<file path="src/rtl/leaf_rx_stream_demux.sv">
// Leaf interface input half: filters BFT packets by leaf address and demuxes them by port
// into per-port first-word-fall-through FIFOs with valid/ready outputs and drop counters.
module leaf_rx_stream_demux #(
    parameter int unsigned NUM_PORTS  = 2,
    parameter int unsigned FIFO_DEPTH = 16,
    parameter logic [4:0]  LEAF_ADDR  = 5'd2
) (
    input  logic                    clk,
    input  logic                    reset,
    input  logic                    ap_start,
    input  logic                    resend,
    input  logic [48:0]             din_leaf_bft2interface,
    output logic [NUM_PORTS*32-1:0] out_data,
    output logic [NUM_PORTS-1:0]    out_valid,
    input  logic [NUM_PORTS-1:0]    out_ready,
    output logic [15:0]             overflow_cnt,
    output logic [15:0]             misroute_cnt,
    output logic                    busy
);

    localparam int unsigned PtrW = (FIFO_DEPTH > 1) ? $clog2(FIFO_DEPTH) : 1;
    localparam int unsigned CntW = PtrW + 1;
    localparam logic [CntW-1:0] DepthC = CntW'(FIFO_DEPTH);
    localparam logic [3:0] NumPortsC = 4'(NUM_PORTS);

    typedef enum logic [1:0] {StIdle, StRun, StFlush} state_e;

    state_e state_q, state_d;

    logic [PtrW-1:0] wr_ptr_q [NUM_PORTS];
    logic [PtrW-1:0] wr_ptr_d [NUM_PORTS];
    logic [PtrW-1:0] rd_ptr_q [NUM_PORTS];
    logic [PtrW-1:0] rd_ptr_d [NUM_PORTS];
    logic [CntW-1:0] cnt_q [NUM_PORTS];
    logic [CntW-1:0] cnt_d [NUM_PORTS];
    logic [31:0]     mem_q [NUM_PORTS][FIFO_DEPTH];
    logic [31:0]     mem_d [NUM_PORTS][FIFO_DEPTH];

    logic [15:0] ovf_q, ovf_d;
    logic [15:0] mis_q, mis_d;

    logic                 pkt_vld;
    logic [4:0]           pkt_dst;
    logic [2:0]           pkt_port;
    logic [31:0]          pkt_data;
    logic                 addr_ok;
    logic                 intake;
    logic                 clear_fifos;
    logic                 all_empty;
    logic                 ovf_hit;
    logic [NUM_PORTS-1:0] full;
    logic [NUM_PORTS-1:0] sel;
    logic [NUM_PORTS-1:0] pop;
    logic [NUM_PORTS-1:0] push;
    logic                 unused_rsvd;

    assign pkt_vld     = din_leaf_bft2interface[48];
    assign pkt_dst     = din_leaf_bft2interface[47:43];
    assign pkt_port    = din_leaf_bft2interface[42:40];
    assign pkt_data    = din_leaf_bft2interface[31:0];
    assign unused_rsvd = ^din_leaf_bft2interface[39:32];

    assign addr_ok     = (pkt_dst == LEAF_ADDR) && ({1'b0, pkt_port} < NumPortsC);
    // A resend cycle and the following flush cycle both discard input and hide the FIFO heads.
    assign clear_fifos = resend || (state_q == StFlush);
    assign intake      = (state_q == StRun) && !resend && pkt_vld;

    assign overflow_cnt = ovf_q;
    assign misroute_cnt = mis_q;

    always_comb begin
        out_valid = '0;
        out_data  = '0;
        full      = '0;
        sel       = '0;
        pop       = '0;
        push      = '0;
        all_empty = 1'b1;
        ovf_hit   = 1'b0;
        mem_d     = mem_q;
        for (int unsigned p = 0; p < NUM_PORTS; p++) begin
            wr_ptr_d[p] = wr_ptr_q[p];
            rd_ptr_d[p] = rd_ptr_q[p];
            cnt_d[p]    = cnt_q[p];

            full[p]      = (cnt_q[p] == DepthC);
            sel[p]       = (pkt_port == 3'(p));
            out_valid[p] = (cnt_q[p] != '0) && !clear_fifos;
            pop[p]       = out_valid[p] && out_ready[p];
            push[p]      = intake && addr_ok && sel[p] && (!full[p] || pop[p]);
            if (intake && addr_ok && sel[p] && full[p] && !pop[p]) begin
                ovf_hit = 1'b1;
            end
            if (cnt_q[p] != '0) begin
                all_empty = 1'b0;
            end
            if (out_valid[p]) begin
                out_data[32*p +: 32] = mem_q[p][rd_ptr_q[p]];
            end

            if (clear_fifos) begin
                wr_ptr_d[p] = '0;
                rd_ptr_d[p] = '0;
                cnt_d[p]    = '0;
            end else begin
                if (push[p]) begin
                    mem_d[p][wr_ptr_q[p]] = pkt_data;
                    wr_ptr_d[p] = wr_ptr_q[p] + PtrW'(1);
                end
                if (pop[p]) begin
                    rd_ptr_d[p] = rd_ptr_q[p] + PtrW'(1);
                end
                cnt_d[p] = cnt_q[p] + CntW'(push[p]) - CntW'(pop[p]);
            end
        end
        busy = !all_empty;
    end

    always_comb begin
        ovf_d = ovf_q;
        mis_d = mis_q;
        if (ovf_hit && (ovf_q != 16'hFFFF)) begin
            ovf_d = ovf_q + 16'd1;
        end
        if (intake && !addr_ok && (mis_q != 16'hFFFF)) begin
            mis_d = mis_q + 16'd1;
        end
    end

    always_comb begin
        state_d = state_q;
        unique case (state_q)
            StIdle: begin
                if (!resend && ap_start) begin
                    state_d = StRun;
                end
            end
            StRun: begin
                if (resend) begin
                    state_d = StFlush;
                end else if (!ap_start && all_empty) begin
                    state_d = StIdle;
                end
            end
            StFlush: state_d = StRun;
            default: state_d = StIdle;
        endcase
    end

    always_ff @(posedge clk or posedge reset) begin
        if (reset) begin
            state_q <= StIdle;
            ovf_q   <= '0;
            mis_q   <= '0;
            for (int unsigned p = 0; p < NUM_PORTS; p++) begin
                wr_ptr_q[p] <= '0;
                rd_ptr_q[p] <= '0;
                cnt_q[p]    <= '0;
            end
        end else begin
            state_q <= state_d;
            ovf_q   <= ovf_d;
            mis_q   <= mis_d;
            for (int unsigned p = 0; p < NUM_PORTS; p++) begin
                wr_ptr_q[p] <= wr_ptr_d[p];
                rd_ptr_q[p] <= rd_ptr_d[p];
                cnt_q[p]    <= cnt_d[p];
            end
        end
    end

    // Storage needs no reset: heads are only visible while the occupancy is non-zero.
    always_ff @(posedge clk) begin
        mem_q <= mem_d;
    end

endmodule
</file>
<file path="config.mk">
export PLATFORM = sky130hd
export DESIGN_NAME = leaf_rx_stream_demux
export DESIGN_NICKNAME = d
export VERILOG_FILES = /design/src/rtl/leaf_rx_stream_demux.sv
export SDC_FILE = /design/constraint.sdc
export NUM_CORES = 1
export LEC_CHECK = 0
export ABC_CLOCK_PERIOD_IN_PS = 5300
export CORE_MARGIN = 5
export CORE_UTILIZATION = 45
export DETAILED_ROUTE_END_ITERATION = 8
export GPL_ROUTABILITY_DRIVEN = 0
export PLACE_DENSITY_LB_ADDON = 0.25
export RECOVER_POWER = 100
export SETUP_SLACK_MARGIN = 0.5
export SKIP_LAST_GASP = 1
export SLEW_MARGIN = 10
export SYNTH_ARGS = -nofsm -noshare
export SYNTH_HDL_FRONTEND = slang
export SYNTH_SLANG_ARGS = --single-unit
</file>
<file path="constraint.sdc">
create_clock -name clk -period 5.3 [get_ports clk]
set_input_delay 0.53 -clock clk [delete_from_list [all_inputs] [get_ports clk]]
set_output_delay 0.53 -clock clk [all_outputs]
set_load 0.1 [all_outputs]
</file>
==> Implementation_results.wiki <==
{| class="wikitable"
! Metric !! Value
|-
| Register share of total power || 0.464
|-
| Setup slack after placement || 1.470 ns
|-
| Cell count of the worst reg-to-reg path || 6
|-
| Initial core utilization || 0.4549
|-
| Total GRT Usage || 0.1859
|-
| Worst Clk Skew || 0.03235 ns
|-
| Delay of the slowest cell on the worst path || 1.28 ns
|-
| Result of the run || complete, but fails checks
|-
| Number of enable-type register cells in the synthesized netlist || 1,024
|-
| Setup tns final || 0 ns
|-
| Share of Yosys cell area claimed by the top area cell type || 0.7352
|-
| Number of hold buffers added after cts || 0
|-
| Floorplan die height || 314.9 um
|-
| Yosys Warn Count || 0
|-
| Count of max-cap constraint violations || 36
|-
| Hold violation count in the final report || 0
|-
| Mean Syn Cell Area || 21.46 um2
|-
| P per Cell Area || 438.5 nW/um2
|-
| Layout Utilization || 0.5192
|-
| Number of library cell types mapped by synthesis || 52
|-
| Capturing element type of the critical path || output pin
|-
| Pin count of the biggest net entering global routing || 70
|-
| Kind of start point of the critical path || flip-flop
|-
| Overall overflow remaining after global route || 0
|-
| Setup violations, final || 0
|-
| Ranking of synthesized cells by area || edfxtp_1 (74%), mux4_2 (14%), dfrtp_1 (3.6%)
|-
| Post-synth design cell area || 41,830 um2
|-
| Post-route minimum period || 4.715 ns
|-
| Net count after synthesis || 2,030
|-
| Fin nets || 2,227
|-
| Slew Limit Fails || 953
|-
| Setup slack of the most critical reg-to-reg path || 0.77 ns
|-
| Net Sw Power || 0.005919 W
|-
| Port Buffers || 145
|-
| Relative slew slack || -1.211
|-
| # H-tree levels || 3
|-
| Ratio of routed vias to standard cells || 5.776
|-
| Area leader, netlist || edfxtp_1
|-
| Setup repair after global routing missed its margin || false
|-
| Most instantiated library cell after synthesis || edfxtp_1
|-
| Post-route worst setup slack || 0.5847 ns
|-
| Clock-pin slew on the worst setup and hold paths || 0.06 ns
|-
| Number of buffers inserted during clock tree synthesis || 109
|-
| Combinational share of power || 0.196
|-
| Vias in the first global route || 21,360
|-
| Top-level I/O count || 154
|-
| Number of post-CTS setup repair buffers || 0
|-
| HPWL after detailed placement || 51.25 mm
|-
| Fraction of final layout cells sized beyond drive strength 1 || 0.2176
|-
| Horizontal die dimension || 314.9 um
|-
| Main synth FF type || edfxtp_1
|-
| Total leakage power || 15.01 nW
|-
| Data arrival at the endpoint of the critical path || 4.19 ns
|-
| Area growth from synthesis to layout || 14.13%
|-
| Antenna violations before repair || 2
|-
| CP Class || flip-flop to output pin
|-
| Clock Root Buffer || clkbuf_16
|-
| Top cells by count, synth || edfxtp_1 (1,024), mux4_2 (256), a22oi_1 (128)
|-
| Drt wl/cell || 26.39 um
|-
| Fraction of power consumed by the clock network || 0.340
|-
| Worst-path cell chain || and2_0, a22oi_1, a21oi_1, clkbuf_1
|-
| Min-Delay Path Class || flip-flop to flip-flop
|-
| TritonCTS clock tree || built
|-
| Switching share of power || 0.2827
|-
| Latest clock arrival within the worst-skew pair || 0.68 ns
|-
| Portion of the post-synthesis area used by sequential elements || 0.7711
|-
| Core area || 91,940 um2
|-
| Iteration-0 DRC Markers || 1,776
|-
| Flip-flop and latch count after synthesis || 1,084
|-
| Post-Syn Instances || 1,949
|-
| # fillers || 7,264
|-
| Number of standard-cell rows in the floorplan || 111
|-
| Die Footprint || 99,140 um2
|-
| Ys async rst share || 0.05535
|-
| Cell Int Power || 0.01502 W
|-
| Critical-path maximum fanout || 18
|-
| Period Utilization, post-route || 0.8897
|-
| Worst path required time || 4.77 ns
|-
| Violated checks || capacitance limit, slew limit
|-
| Number of nets with antenna violations after routing || 0
|-
| Wire length of the first global-routing pass || 137.5 mm
|-
| Tightest Pin Transition || 3.316 ns
|-
| Post-route DRC || 0
|-
| Maximum clock rate || 212.1 MHz
|-
| Max Buffers Root-to-Sink || 3
|-
| Resize count post-CTS || 0
|-
| TritonCTS sink count || 1,084
|-
| Cell depth of the worst hold path || 1
|-
| Post-Route WL || 91.93 mm
|-
| TritonRoute pass-1 iters || 5
|-
| Max rail drop VDD || 0.3025 mV
|-
| Cell at the slowest stage of the critical path || and2_0
|-
| Detailed-route via count || 20,120
|}
## worst max-delay path, delay by kind of cell (launching register included)
kind | cells | cell delay [ns]
buffers and inverters | 1 | 0.92
AO/OA/AOI/OAI | 2 | 0.78
AND/OR/NAND/NOR | 1 | 1.28
flip-flops | 1 | 0.52
## layout make-up
type / instances / area (um2) / area share
flip-flops and latches: 1084 / 32270 / 0.6759
multi-input cells: 728 / 9055 / 0.1897
clock buffers: 146 / 2940 / 0.06159
well taps: 1243 / 1555 / 0.03258
repair buffers: 192 / 1433 / 0.03001
clock inverters: 57 / 366.6 / 0.007679
inverters: 31 / 117.6 / 0.002464
diodes: 2 / 5.005 / 0.0001048
## power by group through the flow
stage          sequential [W]  combinational [W]  clock [W]
5_1_grt               0.00974            0.00436    0.00765
3_5_place_dp          0.00990            0.00426          0
4_1_cts               0.00973            0.00427    0.00728
6_report              0.00971            0.00411    0.00712
3_3_place_gp          0.00990            0.00421          0
2_1_floorplan         0.00975            0.00334          0
## registers in the layout, indices dropped and copies added (netlist names)
register	flops
state_q	2
overflow_cnt	16
misroute_cnt	16
wr_ptr_q	8
cnt_q	10
mem_q	1024
rd_ptr_q	8
## kinds of logic (layout without fill, tap and decap cells)
family                     after synthesis  in the layout  synth area share
xor gates and xnor gates                41             41          0.008585
and+or+nand+nor                        175            175           0.02405
adders and majority gates               26             26          0.008137
DFF                                   1084           1084            0.7711
other                                    0              2                 0
buffers and inverters                  137            426           0.01367
muxes                                  261            261            0.1392
AOI/OAI and AO/OA                      225            225           0.03533
## cells in the final DEF (no fill, tap or decap), drive strengths merged, types with 2 or more instances in the layout
| master | Yosys | layout |
|---|---|---|
| edfxtp | 1024 | 1024 |
| mux4 | 256 | 256 |
| clkbuf | 66 | 225 |
| a22oi | 128 | 128 |
| a21oi | 75 | 75 |
| dfrtp | 60 | 60 |
| dlygate4sd3 | 0 | 59 |
| clkinv | 0 | 54 |
| nor2 | 41 | 41 |
| buf | 40 | 41 |
| inv | 31 | 30 |
| nand2 | 25 | 25 |
| ha | 24 | 24 |
| xor2 | 21 | 21 |
| xnor2 | 20 | 20 |
| nand3 | 15 | 15 |
| nor3 | 14 | 14 |
| clkdlybuf4s50 | 0 | 13 |
| nand4 | 12 | 12 |
| and2 | 12 | 12 |
| and3 | 10 | 10 |
| o21ai | 10 | 10 |
| and4 | 9 | 9 |
| or3 | 7 | 7 |
| nand2b | 6 | 6 |
| nor2b | 5 | 5 |
| and4bb | 4 | 4 |
| nor3b | 4 | 4 |
| nor4 | 4 | 4 |
| mux2 | 4 | 4 |
| o211ai | 3 | 3 |
| bufinv | 0 | 3 |
| diode | 0 | 2 |
| nor4bb | 2 | 2 |
| o31ai | 2 | 2 |
| nor4b | 2 | 2 |
| a211oi | 2 | 2 |
| a21o | 2 | 2 |
| fa | 2 | 2 |
## per-layer routing
metal / up-vias / routed length, um / track usage
li1: 8563 / - / -
met1: 10850 / 37370 / 0.2460
met2: 570 / 47750 / 0.3245
met3: 137 / 4813 / 0.02932
met4: 0 / 1992 / 0.04993
met5: - / 0 / 0
## through the flow
step	cells	hold slack (ns)	cell area (um2)	total power [W]
6_report	3483	0.4889	47740	0.02093
5_1_grt	3482	0.4827	47740	0.02175
4_1_cts	3481	0.3931	48140	0.02128
3_5_place_dp	3278	0.4938	44840	0.01416
3_3_place_gp	3278	0.4829	44840	0.01411
2_1_floorplan	1949	0.4720	41830	0.01310
## worst paths after layout
path                                   end       startpoint
max                            out_data[1]      rd_ptr_q[6]
min                        misroute_cnt[6]  misroute_cnt[6]
max reg2reg                     mem_q[232]       state_q[1]
min reg2reg                misroute_cnt[6]  misroute_cnt[6]
max in group asynchronous      rd_ptr_q[5]            reset
min in group asynchronous  overflow_cnt[3]            reset
(Power assumes the default switching activity.)
